===== config.mk =====
export PLATFORM = sky130hd
export DESIGN_NAME = pipeline_hazard_ctrl_flat
export DESIGN_NICKNAME = d
export VERILOG_FILES = /design/src/rtl/pipeline_hazard_ctrl_if.sv /design/src/rtl/pipeline_hazard_ctrl.sv /design/src/flat_wrapper.sv
export SDC_FILE = /design/constraint.sdc
export NUM_CORES = 1
export LEC_CHECK = 0
export CAP_MARGIN = 0
export CORE_UTILIZATION = 25
export DETAILED_ROUTE_END_ITERATION = 10
export GPL_ROUTABILITY_DRIVEN = 0
export PLACE_DENSITY = 0.45
export SYNTH_ARGS = -nofsm -noshare
export SYNTH_HDL_FRONTEND = slang
export SYNTH_SLANG_ARGS = --single-unit

===== constraint.sdc =====
create_clock -name clk -period 5.5 [get_ports clk]
set_input_delay 0.825 -clock clk [delete_from_list [all_inputs] [get_ports clk]]
set_output_delay 0.825 -clock clk [all_outputs]
set_load 0.05 [all_outputs]

===== src/rtl/pipeline_hazard_ctrl_if.sv =====
// Signal bundle between the pipeline datapath and the hazard controller.
// The master side is the hazard controller, the slave side is the pipeline
// (stage registers, PC and the data-memory port).
interface pipeline_hazard_ctrl_if #(
    parameter int REG_NUM_BITWIDTH = 5,
    parameter int CNT_WIDTH        = 16
);
    logic [REG_NUM_BITWIDTH-1:0] id_rs1;
    logic [REG_NUM_BITWIDTH-1:0] id_rs2;
    logic                        id_useRs1;
    logic                        id_useRs2;
    logic                        ex_memRead;
    logic [REG_NUM_BITWIDTH-1:0] ex_regToWrite;
    logic                        mem_PCSrc;
    logic                        mem_memRead;
    logic                        mem_memWrite;
    logic                        dmem_ready;

    logic                        dmem_req;
    logic                        pc_stall;
    logic                        if_id_stall;
    logic                        if_id_flush;
    logic                        id_ex_flush;
    logic                        ex_mem_stall;
    logic                        ex_mem_flush;
    logic                        mem_wb_bubble;
    logic                        mem_err;
    logic [CNT_WIDTH-1:0]        stall_count;
    logic [CNT_WIDTH-1:0]        flush_count;

    modport master (
        input  id_rs1, id_rs2, id_useRs1, id_useRs2,
        input  ex_memRead, ex_regToWrite,
        input  mem_PCSrc, mem_memRead, mem_memWrite, dmem_ready,
        output dmem_req, pc_stall, if_id_stall, if_id_flush, id_ex_flush,
        output ex_mem_stall, ex_mem_flush, mem_wb_bubble, mem_err,
        output stall_count, flush_count
    );

    modport slave (
        output id_rs1, id_rs2, id_useRs1, id_useRs2,
        output ex_memRead, ex_regToWrite,
        output mem_PCSrc, mem_memRead, mem_memWrite, dmem_ready,
        input  dmem_req, pc_stall, if_id_stall, if_id_flush, id_ex_flush,
        input  ex_mem_stall, ex_mem_flush, mem_wb_bubble, mem_err,
        input  stall_count, flush_count
    );
endinterface


===== src/rtl/pipeline_hazard_ctrl.sv =====
// Hazard and stall controller for the 5-stage RISC-V pipeline.
// Handles load-use stalls, taken-branch flushes resolved in MEM and
// data-memory wait states, with a sticky timeout error and saturating
// stall/flush event counters.
module pipeline_hazard_ctrl #(
    parameter int REG_NUM_BITWIDTH = 5,
    parameter int MEM_TIMEOUT      = 16,
    parameter int CNT_WIDTH        = 16
) (
    input  logic                   clk,
    input  logic                   rst,
    pipeline_hazard_ctrl_if.master bus
);
    localparam int WCW = (MEM_TIMEOUT > 2) ? $clog2(MEM_TIMEOUT) : 1;
    localparam logic [WCW-1:0] WAIT_LAST = WCW'(MEM_TIMEOUT - 1);

    typedef enum logic [1:0] {
        RUN      = 2'd0,
        MEM_WAIT = 2'd1,
        ERROR    = 2'd2
    } state_t;

    state_t                      state;
    logic [WCW-1:0]              waitCnt;
    logic                        memErr;
    logic [CNT_WIDTH-1:0]        stallCount;
    logic [CNT_WIDTH-1:0]        flushCount;

    logic                        memop;
    logic                        loadUse;
    logic [REG_NUM_BITWIDTH-1:0] exRd;

    logic dmemReq, pcStall, ifIdStall, ifIdFlush, idExFlush;
    logic exMemStall, exMemFlush, memWbBubble;

    // Hazard qualifiers shared by the output decode and the state update.
    always_comb begin
        exRd    = bus.ex_regToWrite;
        memop   = bus.mem_memRead | bus.mem_memWrite;
        loadUse = bus.ex_memRead && (exRd != '0) &&
                  ((bus.id_useRs1 && (bus.id_rs1 == exRd)) ||
                   (bus.id_useRs2 && (bus.id_rs2 == exRd)));
    end

    // Control outputs decoded from state and inputs; memory wait beats a
    // branch flush, which beats a load-use stall. Everything is low in reset.
    always_comb begin
        dmemReq     = 1'b0;
        pcStall     = 1'b0;
        ifIdStall   = 1'b0;
        ifIdFlush   = 1'b0;
        idExFlush   = 1'b0;
        exMemStall  = 1'b0;
        exMemFlush  = 1'b0;
        memWbBubble = 1'b0;
        if (!rst) begin
            case (state)
                RUN: begin
                    dmemReq = memop;
                    if (memop && !bus.dmem_ready) begin
                        pcStall     = 1'b1;
                        ifIdStall   = 1'b1;
                        exMemStall  = 1'b1;
                        memWbBubble = 1'b1;
                    end else if (bus.mem_PCSrc) begin
                        ifIdFlush  = 1'b1;
                        idExFlush  = 1'b1;
                        exMemFlush = 1'b1;
                    end else if (loadUse) begin
                        pcStall   = 1'b1;
                        ifIdStall = 1'b1;
                        idExFlush = 1'b1;
                    end
                end
                MEM_WAIT: begin
                    dmemReq = 1'b1;
                    if (!bus.dmem_ready) begin
                        pcStall     = 1'b1;
                        ifIdStall   = 1'b1;
                        exMemStall  = 1'b1;
                        memWbBubble = 1'b1;
                    end
                end
                ERROR: begin
                    pcStall     = 1'b1;
                    ifIdStall   = 1'b1;
                    exMemStall  = 1'b1;
                    memWbBubble = 1'b1;
                end
                default: ;
            endcase
        end
    end

    // Memory-wait sequencer: counts wait cycles and traps into ERROR on timeout.
    always_ff @(posedge clk or posedge rst) begin
        if (rst) begin
            state   <= RUN;
            waitCnt <= '0;
            memErr  <= 1'b0;
        end else begin
            case (state)
                RUN: begin
                    if (memop && !bus.dmem_ready) begin
                        state   <= MEM_WAIT;
                        waitCnt <= WCW'(1);
                    end
                end
                MEM_WAIT: begin
                    if (bus.dmem_ready) begin
                        state <= RUN;
                    end else if (waitCnt == WAIT_LAST) begin
                        state  <= ERROR;
                        memErr <= 1'b1;
                    end else begin
                        waitCnt <= waitCnt + WCW'(1);
                    end
                end
                ERROR:   state <= ERROR;
                default: state <= RUN;
            endcase
        end
    end

    // Saturating performance counters for stalled cycles and branch flushes.
    always_ff @(posedge clk or posedge rst) begin
        if (rst) begin
            stallCount <= '0;
            flushCount <= '0;
        end else begin
            if (pcStall && (stallCount != '1))
                stallCount <= stallCount + CNT_WIDTH'(1);
            if (ifIdFlush && (flushCount != '1))
                flushCount <= flushCount + CNT_WIDTH'(1);
        end
    end

    // Drive the bundle outputs.
    always_comb begin
        bus.dmem_req      = dmemReq;
        bus.pc_stall      = pcStall;
        bus.if_id_stall   = ifIdStall;
        bus.if_id_flush   = ifIdFlush;
        bus.id_ex_flush   = idExFlush;
        bus.ex_mem_stall  = exMemStall;
        bus.ex_mem_flush  = exMemFlush;
        bus.mem_wb_bubble = memWbBubble;
        bus.mem_err       = memErr;
        bus.stall_count   = stallCount;
        bus.flush_count   = flushCount;
    end
endmodule


===== src/flat_wrapper.sv =====
// flat-port wrapper written by rule: the top's interface ports become plain ports
module pipeline_hazard_ctrl_flat 
#(
    parameter int REG_NUM_BITWIDTH = 5,
    parameter int MEM_TIMEOUT      = 16,
    parameter int CNT_WIDTH        = 16
)
  (clk, rst, bus_id_rs1, bus_id_rs2, bus_id_useRs1, bus_id_useRs2, bus_ex_memRead, bus_ex_regToWrite, bus_mem_PCSrc, bus_mem_memRead, bus_mem_memWrite, bus_dmem_ready, bus_dmem_req, bus_pc_stall, bus_if_id_stall, bus_if_id_flush, bus_id_ex_flush, bus_ex_mem_stall, bus_ex_mem_flush, bus_mem_wb_bubble, bus_mem_err, bus_stall_count, bus_flush_count);
  pipeline_hazard_ctrl_if #(.REG_NUM_BITWIDTH(REG_NUM_BITWIDTH), .CNT_WIDTH(CNT_WIDTH)) bus_i ();
  input  logic clk;
  input  logic rst;
  input wire logic [$bits(bus_i.id_rs1)-1:0] bus_id_rs1;
  input wire logic [$bits(bus_i.id_rs2)-1:0] bus_id_rs2;
  input wire logic [$bits(bus_i.id_useRs1)-1:0] bus_id_useRs1;
  input wire logic [$bits(bus_i.id_useRs2)-1:0] bus_id_useRs2;
  input wire logic [$bits(bus_i.ex_memRead)-1:0] bus_ex_memRead;
  input wire logic [$bits(bus_i.ex_regToWrite)-1:0] bus_ex_regToWrite;
  input wire logic [$bits(bus_i.mem_PCSrc)-1:0] bus_mem_PCSrc;
  input wire logic [$bits(bus_i.mem_memRead)-1:0] bus_mem_memRead;
  input wire logic [$bits(bus_i.mem_memWrite)-1:0] bus_mem_memWrite;
  input wire logic [$bits(bus_i.dmem_ready)-1:0] bus_dmem_ready;
  output wire logic [$bits(bus_i.dmem_req)-1:0] bus_dmem_req;
  output wire logic [$bits(bus_i.pc_stall)-1:0] bus_pc_stall;
  output wire logic [$bits(bus_i.if_id_stall)-1:0] bus_if_id_stall;
  output wire logic [$bits(bus_i.if_id_flush)-1:0] bus_if_id_flush;
  output wire logic [$bits(bus_i.id_ex_flush)-1:0] bus_id_ex_flush;
  output wire logic [$bits(bus_i.ex_mem_stall)-1:0] bus_ex_mem_stall;
  output wire logic [$bits(bus_i.ex_mem_flush)-1:0] bus_ex_mem_flush;
  output wire logic [$bits(bus_i.mem_wb_bubble)-1:0] bus_mem_wb_bubble;
  output wire logic [$bits(bus_i.mem_err)-1:0] bus_mem_err;
  output wire logic [$bits(bus_i.stall_count)-1:0] bus_stall_count;
  output wire logic [$bits(bus_i.flush_count)-1:0] bus_flush_count;
  assign bus_i.id_rs1 = bus_id_rs1;
  assign bus_i.id_rs2 = bus_id_rs2;
  assign bus_i.id_useRs1 = bus_id_useRs1;
  assign bus_i.id_useRs2 = bus_id_useRs2;
  assign bus_i.ex_memRead = bus_ex_memRead;
  assign bus_i.ex_regToWrite = bus_ex_regToWrite;
  assign bus_i.mem_PCSrc = bus_mem_PCSrc;
  assign bus_i.mem_memRead = bus_mem_memRead;
  assign bus_i.mem_memWrite = bus_mem_memWrite;
  assign bus_i.dmem_ready = bus_dmem_ready;
  assign bus_dmem_req = bus_i.dmem_req;
  assign bus_pc_stall = bus_i.pc_stall;
  assign bus_if_id_stall = bus_i.if_id_stall;
  assign bus_if_id_flush = bus_i.if_id_flush;
  assign bus_id_ex_flush = bus_i.id_ex_flush;
  assign bus_ex_mem_stall = bus_i.ex_mem_stall;
  assign bus_ex_mem_flush = bus_i.ex_mem_flush;
  assign bus_mem_wb_bubble = bus_i.mem_wb_bubble;
  assign bus_mem_err = bus_i.mem_err;
  assign bus_stall_count = bus_i.stall_count;
  assign bus_flush_count = bus_i.flush_count;
  pipeline_hazard_ctrl #(.REG_NUM_BITWIDTH(REG_NUM_BITWIDTH), .MEM_TIMEOUT(MEM_TIMEOUT), .CNT_WIDTH(CNT_WIDTH)) u_core (.clk(clk), .rst(rst), .bus(bus_i));
endmodule

# Word-level counts from Yosys, hierarchy flattened
# Index checks and enable logic that the tools add are counted.
[classes] reduce_logical=15 bitwise=2 mux=27 eq_ne=11 order_cmp=0 shift=0 n_mul=0 div=0 addsub=3
[op_table] operator="adder 16 x 1 -> 16 bit (second input constant)" n=2
[op_table] operator="!= test 16 bit (second input constant)" n=2
[op_table] operator="2-to-1 mux 1 bit" n=16
[op_table] operator="2-to-1 mux 4 bit" n=3
[op_table] operator="== test 5 bit" n=2
[op_table] operator="case mux 4 bit (2 select lines)" n=1
[op_table] operator="logical AND 1 bit" n=7
[op_table] operator="2-to-1 mux 2 bit" n=3
[op_table] operator="case mux 1 bit (3 select lines)" n=2
[op_table] operator="case mux 2 bit (3 select lines)" n=1
[op_table] operator="nonzero test 5 bit" n=1
[op_table] operator="adder 4 x 1 -> 4 bit (second input constant)" n=1
[op_table] operator="== test 4 bit (second input constant)" n=1
[op_table] operator="!= test 2 bit (second input constant)" n=2
[op_table] operator="AND reduction 4 bit" n=1
[op_table] operator="!= test 3 x 2 -> 1 bit (second input constant)" n=1
[op_table] operator="AND reduction 3 bit" n=1
[op_table] operator="== test 2 x 1 -> 1 bit (second input constant)" n=1
[op_table] operator="== test 2 bit (second input constant)" n=1
[op_table] operator="logical NOT 2 bit" n=1
[op_table] operator="!= test 2 x 1 -> 1 bit (second input constant)" n=1
[op_table] operator="case mux 1 bit (2 select lines)" n=1
[op_table] operator="AND reduction 2 bit" n=1
[op_table] operator="nonzero test 2 bit" n=1
[op_table] operator="other kinds (4)" n=4
[word_totals] out_inout_bits=41 ram_bits=0 elab_cells=63 in_bits=24 memories=0 reg_bits=39 romBits=0 latch_bits=0

# Depth between registers and ports, before layout
# Gate-level depths: netlist of run 1.
[depth] word_depth=10 ltp_mapped=8 ltp_nobuf=7

# Worst setup path after synthesis of run 1
# OpenSTA, ideal clock, no wires.
[synth_path] kind="input to output" startpoint="in bus_dmem_ready" endpoint="out bus_pc_stall" setup_slack_ns=1.748 arrival_time_ns=2.927 path_buffers=1 required_time_ns=4.675 stages=5 path_cell_list="nor2_2 nand2b_1 a21oi_1 o21bai_1 buf_4"
[synth_between] elab_chain_len=5 elab_cells_between_ends=6 cone_classes="mux (4); reduce/logical (2)"
[synth_lines] element="start, declared" line="flat_wrapper.sv:21" text="input wire logic [$bits(bus_i.dmem_ready)-1:0] bus_dmem_ready;"
[synth_lines] element="logical NOT 1 bit" line="pipeline_hazard_ctrl.sv:60" text="if (memop && !bus.dmem_ready) begin"
[synth_lines] element="logical AND 1 bit" line="pipeline_hazard_ctrl.sv:60"
[synth_lines] element="2-to-1 mux 1 bit"
[synth_lines] element="case mux 1 bit (3 select lines) *"
[synth_lines] element="2-to-1 mux 1 bit *"
[synth_lines] element="end, declared" line="flat_wrapper.sv:23" text="output wire logic [$bits(bus_i.pc_stall)-1:0] bus_pc_stall;"
# Every way passes the cells marked *; elsewhere a longest branch is shown, timed or not.

# Final worst setup path of run 1
[layout_path] startpoint="in bus_ex_regToWrite[4]" endpoint="out bus_if_id_stall"
[layout_between] elab_chain_len=9 elab_cells_between_ends=13 cone_classes="eq/ne (2); mux (5); reduce/logical (6)"
[layout_lines] element="start, declared" line="flat_wrapper.sv:17" text="input wire logic [$bits(bus_i.ex_regToWrite)-1:0] bus_ex_regToWrite;"
[layout_lines] element="== test 5 bit (on tied branches)" line="pipeline_hazard_ctrl.sv:41, pipeline_hazard_ctrl.sv:42"
[layout_lines] element="logical AND 1 bit (on tied branches)" line="pipeline_hazard_ctrl.sv:41, pipeline_hazard_ctrl.sv:42"
[layout_lines] element="logical OR 1 bit" line="pipeline_hazard_ctrl.sv:41" text="((bus.id_useRs1 && (bus.id_rs1 == exRd)) ||"
[layout_lines] element="logical AND 1 bit *" line="pipeline_hazard_ctrl.sv:40" text="loadUse = bus.ex_memRead && (exRd != '0) &&"
[layout_lines] element="2-to-1 mux 1 bit *" line="pipeline_hazard_ctrl.sv:69" text="end else if (loadUse) begin"
[layout_lines] element="2-to-1 mux 1 bit *" line="pipeline_hazard_ctrl.sv:65" text="end else if (bus.mem_PCSrc) begin"
[layout_lines] element="2-to-1 mux 1 bit *" line="pipeline_hazard_ctrl.sv:60"
[layout_lines] element="case mux 1 bit (3 select lines) *" line="pipeline_hazard_ctrl.sv:57" text="case (state)"
[layout_lines] element="2-to-1 mux 1 bit *" line="pipeline_hazard_ctrl.sv:56" text="if (!rst) begin"
[layout_lines] element="end, declared" line="flat_wrapper.sv:24" text="output wire logic [$bits(bus_i.if_id_stall)-1:0] bus_if_id_stall;"
# Marks and branches as above.

==> impl_metrics.ini, run 1 <==
[cells_and_area]
drive_above_1_share_pct = 6.76
areaGrowthSynthToFinish_pct = 38.6
n_antenna_cell = 0
final_nets = 307
stdcell_count = 386

[routing]
firstDrtPassIters = 4
totalWireLength_um = 5110
highest_layer = met4
ant_nets = 0
route.detailed.wl_per_inst_um = 13.2
avgViaCountPerCell = 4.52
vias = 1746
drt_iter0_markers = 39
wl_met3_um = 401
drc = 0
wl_met2_um = 2200
met1Wirelength_um = 2460

[pwr]
p_clk_share_pct = 18.0
power_density_nw_per_um2 = 359
p_int_mw = 0.591
p_switching_mw = 0.460
comb_power_share_pct = 41.9
p_sw_share_pct = 43.8
ir_drop_uv = 206
seq_power_share_pct = 40.1
p_leak_nw = 1.20

[place]
place_inst = 378
hpwl_um = 3730
port_buffers = 64

[setup_path]
cp_top_family = buffers and inverters
worstPathCellList = clkdlybuf4s50_1 -> xor2_1 -> nor4_1 -> a32oi_1 -> o21bai_1 -> clkdlybuf4s50_1
worstPathRequired_ns = 4.68
cp.buffers_inverters = 2
max_stage_delay_ns = 0.86
path_max_fanout = 3
endpoint_kind = output port
critPathLaunchType = input pin
cpMaxStageDelayCell = clkdlybuf4s50_1
path_class = input pin to output port
path_common_cell = clkdlybuf4s50_1
arrival_ns = 3.10

[timing]
finalCritPeriodShare_pct = 71.4
rsz0062_at_grt = false
setup-violations-final = 0
finalClockSkew_ns = 0.00584
setup-tns-final_ns = 0
max_slew_margin_pct = 65.1
worstMarginPinSlew_ns = 0.521
hold_viol_final = 0
finalCriticalPeriod_ns = 3.93
max_clock_freq_mhz = 255
final_max_slew_viol_count = 0

[cts]
cts_setup_buffers = 0
clock_path_buffers = 2
cts_tree = done
ctsResizeCount = 0
clk_latency_ns = 0.29
cts_hold_buf = 0
clock_sinks = 39
htreeDepth = 2
cts_root_buf = clkbuf_8
clk_pin_slew_worst_paths_ns = 0.07
cts_buffers = 5

[die]
num_rows = 33
die_w_um = 93.9
initial_core_util_pct = 25.8
die_area_um2 = 8810
die_h_um = 93.9
core_area_um2 = 8180
pin_count = 65

[yosys]
yosys-top-cells-area = dfrtp_1, xor2_1, nand3_1
yosysWarnings = 0
synthCells = 213
ys_ff_latch = 39
synth_top_area_cell = dfrtp_1
synth-async-reset-ratio_pct = 100
ys_types = 42
synth_ff_type = dfrtp_1
synth_edf_count = 0
syn_area_per_cell_um2 = 9.91
syn_area_um2 = 2110
synth_seq_area_share_pct = 46.2
synth_fp_nets = 240
synth.top_cell.area_share_pct = 46.2

[grt]
antenna_found_initial = 0
grt_pass1_wl_um = 8340
gr-usage-all-layers_pct = 12.2
grt_pass1_vias = 1734
overflow = 0
grt_max_degree = 36

[hold_path]
hold_class = flip-flop to flip-flop

[status]
status = completed

[job]
drv_cap = 0
-- worst paths after layout --
path                                                 from                          to  slack [ns]  depth (start not counted)
worst max-delay path                 bus_ex_regToWrite[4]             bus_if_id_stall        1.57                          6
worst min-delay path                   u_core.bus.mem_err          u_core.bus.mem_err        0.48                          1
min in group asynchronous                             rst           u_core.waitCnt[2]        0.92                          2
worst min register to register         u_core.bus.mem_err          u_core.bus.mem_err        0.48                          1
worst max register to register  u_core.bus.stall_count[0]   u_core.bus.stall_count[1]        3.07                          6
max in group asynchronous                             rst  u_core.bus.flush_count[10]        3.85                          3
-- state kept, by name, indices dropped and copies added (netlist names) --
name                    count
u_core.bus.stall_count     16
u_core.state                2
u_core.waitCnt              4
u_core.bus.mem_err          1
u_core.bus.flush_count     16
-- layout make-up --
type | count | area, um2
Timing Repair Buffer | 65 | 648
Clock inverter | 1 | 5.00
Clock buffer | 7 | 76.3
Fill cell | 854 | 5250
Tap cell | 105 | 131
Multi-Input combinational cell | 161 | 1060
Inverter | 8 | 30.0
Sequential cell | 39 | 976
-- layout by cell type, fill, tap and decap left out, types with 2 or more instances in the layout --
cell and count:
clkdlybuf4s50_1 64, dfrtp_1 39, xor2_1 30, nor2_1 20
nand3_1 15, nand2_1 14, nor3_1 10, inv_1 8
nand4_1 7, xnor2_1 7, a21oi_1 7, o21ai_0 5
nor4_1 5, clkbuf_8 5, and3_1 4, nor3_2 3
ha_1 3, or2_2 2, o21bai_1 2, nand2b_1 2
and4_1 2, mux2_2 2, a31oi_1 2, clkbuf_1 2
-- kinds of logic (layout without fill, tap and decap cells) --
| group | after synthesis | in the layout | share of synthesized area [%] |
|---|---|---|---|
| and+or+nand+nor | 93 | 93 | 23.7 |
| DFF | 39 | 39 | 46.2 |
| xor gates and xnor gates | 37 | 37 | 15.4 |
| AOI/OAI and AO/OA | 25 | 25 | 7.76 |
| buffers and inverters | 13 | 81 | 3.56 |
| adders and majority gates | 3 | 3 | 1.78 |
| muxes | 3 | 3 | 1.60 |
-- stage by stage --
step | cell area, um2 | hold WS, ns | util, % | worst slack (ns) | total power, mW
global placement | 2850 | 0.469 | 34.8 | 1.49 | 0.873
finish | 2930 | 0.479 | 35.8 | 1.57 | 1.05
CTS | 2930 | 0.488 | 35.8 | 1.50 | 1.07
detailed placement | 2850 | 0.472 | 34.8 | 1.49 | 0.874
floorplan | 2110 | 0.515 | - | 1.75 | 0.708
global route | 2930 | 0.519 | 35.8 | 1.39 | 1.11
-- synthesized netlist by cell type, types with 4 or more instances --
cell type and instances:
a21oi_1 7, inv_1 8, xnor2_1 7, nand2_1 14, nor3_1 10, o21ai_0 5, nand4_1 7, and3_1 4
xor2_1 30, nor2_1 20, dfrtp_1 39, nand3_1 15, nor4_1 5
-- power by group through the flow --
stage	logic, mW	registers [mW]	clock network (mW)
2_1_floorplan	0.120	0.589	0
3_3_place_gp	0.444	0.429	0
3_5_place_dp	0.444	0.430	0
4_1_cts	0.445	0.424	0.198
5_1_grt	0.469	0.433	0.207
6_report	0.440	0.422	0.189
-- layer usage --
metal,GRT usage [%],vias to the layer above
met5,0,-
met4,3.85,0
met3,3.24,4
met2,18.7,53
met1,16.6,819
li1,-,870
No activity file was read; power rests on OpenSTA's default activity.
==> run 2, diff against run 1 <==
- PLACE_DENSITY: 0.45 -> 0.47
- clock period: 5.5 -> 3.55 ns (I/O delays scaled with it)
==> run 2 against run 1 <==
- sequential share of layout area shrank 0.13 points
- flip-flop and latch count is the same
- non-clock buffer count is the same
- clock skew shrank 0.0019 ns
- core utilization grew 0.14 points
- clock power grew 71%
- critical path depth shrank 1
- combinational power grew 55%
- cell count is the same
==> impl_metrics.ini, run 2 (synthesized netlist as in run 1, its figures left out) <==
[setup_path]
path_common_cell = clkdlybuf4s50_1
max_stage_delay_ns = 0.85
reg2reg_depth = 6
endpoint_kind = output port
path_class = input pin to output port
worstPathCellList = clkdlybuf4s50_1 -> nor2_2 -> nand2b_1 -> a21oi_1 -> clkdlybuf4s50_1
r2r_end = u_core.bus.stall_count[1]
r2r_setup_slack_ns = 1.13
worstPathRequired_ns = 3.02
arrival_ns = 2.54
cpMaxStageDelayCell = clkdlybuf4s50_1
cp.buffers_inverters = 2
cp_top_family = buffers and inverters
rr_startpoint = u_core.bus.stall_count[0]
critPathLaunchType = input pin
path_max_fanout = 7

[die]
die_area_um2 = 8810
die_w_um = 93.9
num_rows = 33
initial_core_util_pct = 25.8
core_area_um2 = 8180
die_h_um = 93.9
pin_count = 65

[pwr]
power.total_mw = 1.66
ir_drop_uv = 343
p_leak_nw = 1.22
comb_power_share_pct = 41.1
seq_power_share_pct = 39.5
p_clk_share_pct = 19.4
p_int_mw = 0.954
power_density_nw_per_um2 = 565
p_switching_mw = 0.707
p_sw_share_pct = 42.6

[status]
status = completed

[job]
drv_cap = 0

[routing]
vias = 1777
firstDrtPassIters = 4
totalWireLength_um = 5000
ant_nets = 0
avgViaCountPerCell = 4.60
drt_iter0_markers = 52
route.detailed.wl_per_inst_um = 12.9
drc = 0

[timing]
worstMarginPinSlew_ns = 0.545
setup-violations-final = 0
max_clock_freq_mhz = 326
finalCritPeriodShare_pct = 86.5
final_max_slew_viol_count = 0
setup-tns-final_ns = 0
finalClockSkew_ns = 0.00392
rsz0062_at_grt = false
finalCriticalPeriod_ns = 3.07
hold_viol_final = 0
max_slew_margin_pct = 63.4

[grt]
gr-usage-all-layers_pct = 11.8
overflow = 0
grt_pass1_wl_um = 8120
antenna_found_initial = 0
grt_max_degree = 38
grt_pass1_vias = 1710

[cells_and_area]
finalInstanceArea_um2 = 2940
stdcell_count = 386
ff_latch_area_um2 = 976
n_fill_cell = 843
final_nets = 307
multi_input_area_um2 = 1060
n_antenna_cell = 0
drive_above_1_share_pct = 8.19
mostFrequentLayoutCells = clkdlybuf4s50_1, dfrtp_1, xor2_1
areaGrowthSynthToFinish_pct = 39.2
final_common_cell = clkdlybuf4s50_1
final_util_pct = 35.9

[cts]
cts_root_buf = clkbuf_8
clock_path_buffers = 2
cts_setup_buffers = 0
cts_buffers = 5
cts_tree = done
ctsResizeCount = 0
cts_hold_buf = 0
clock_sinks = 39
htreeDepth = 2
clk_latency_ns = 0.28
clk_pin_slew_worst_paths_ns = 0.07

[hold_path]
holdPathEnd = u_core.bus.mem_err
hold_class = flip-flop to flip-flop
worstHoldStart = u_core.bus.mem_err
hold_depth = 1

[place]
place_area_um2 = 2840
port_buffers = 64
place_inst = 378
hpwl_um = 3660
-- run 2: layer usage --
layer | GRT usage (%) | part of all wire (%) | vias to the layer above
met2 | 18.6 | 43 | 61
met3 | 4.21 | 9.2 | 2
met4 | 3.08 | 0.48 | 0
li1 | - | - | 879
met1 | 15.3 | 47 | 835
met5 | 0 | 0 | -
-- run 2: worst reg2reg max path: cells and delay by family, from the launching register on --
kind                       cells  cell delay (ns)
adders and majority gates      1             0.24
and+or+nand+nor                2             0.73
muxes                          1             0.36
AOI/OAI and AO/OA              2             0.53
DFF                            1             0.44
-- run 2: worst max path at each step --
stage | start | end | slack (ns) | depth (start not counted)
after floorplan | bus_dmem_ready | bus_pc_stall | 0.38 | 5
after global placement | bus_dmem_ready | bus_mem_wb_bubble | 0.49 | 5
after detailed placement | bus_dmem_ready | bus_mem_wb_bubble | 0.47 | 5
after CTS | bus_dmem_ready | bus_mem_wb_bubble | 0.45 | 5
after global routing | bus_dmem_ready | bus_ex_mem_stall | 0.30 | 5
final | bus_dmem_ready | bus_mem_wb_bubble | 0.48 | 5
-- run 2: area by class of cell --
cell class | count | area share (%)
inverter | 8 | 1.02
timing repair buffer | 65 | 21.8
tap | 105 | 4.47
multi-input combinational | 161 | 36.1
clock buffer | 8 | 3.41
sequential | 39 | 33.2
-- run 2: through the flow --
stage / setup slack, ns / hold WS, ns
2_1_floorplan: 0.383 / 0.515
3_3_place_gp: 0.485 / 0.479
3_5_place_dp: 0.466 / 0.484
4_1_cts: 0.451 / 0.499
5_1_grt: 0.301 / 0.522
6_report: 0.479 / 0.491
-- run 2: power by group through the flow --
| stage | clock [mW] | sequential [mW] | combinational (mW) |
|---|---|---|---|
| after floorplan | 0 | 0.912 | 0.185 |
| after global placement | 0 | 0.662 | 0.687 |
| after detailed placement | 0 | 0.665 | 0.689 |
| after CTS | 0.343 | 0.657 | 0.690 |
| after global routing | 0.359 | 0.675 | 0.727 |
| final | 0.323 | 0.656 | 0.683 |
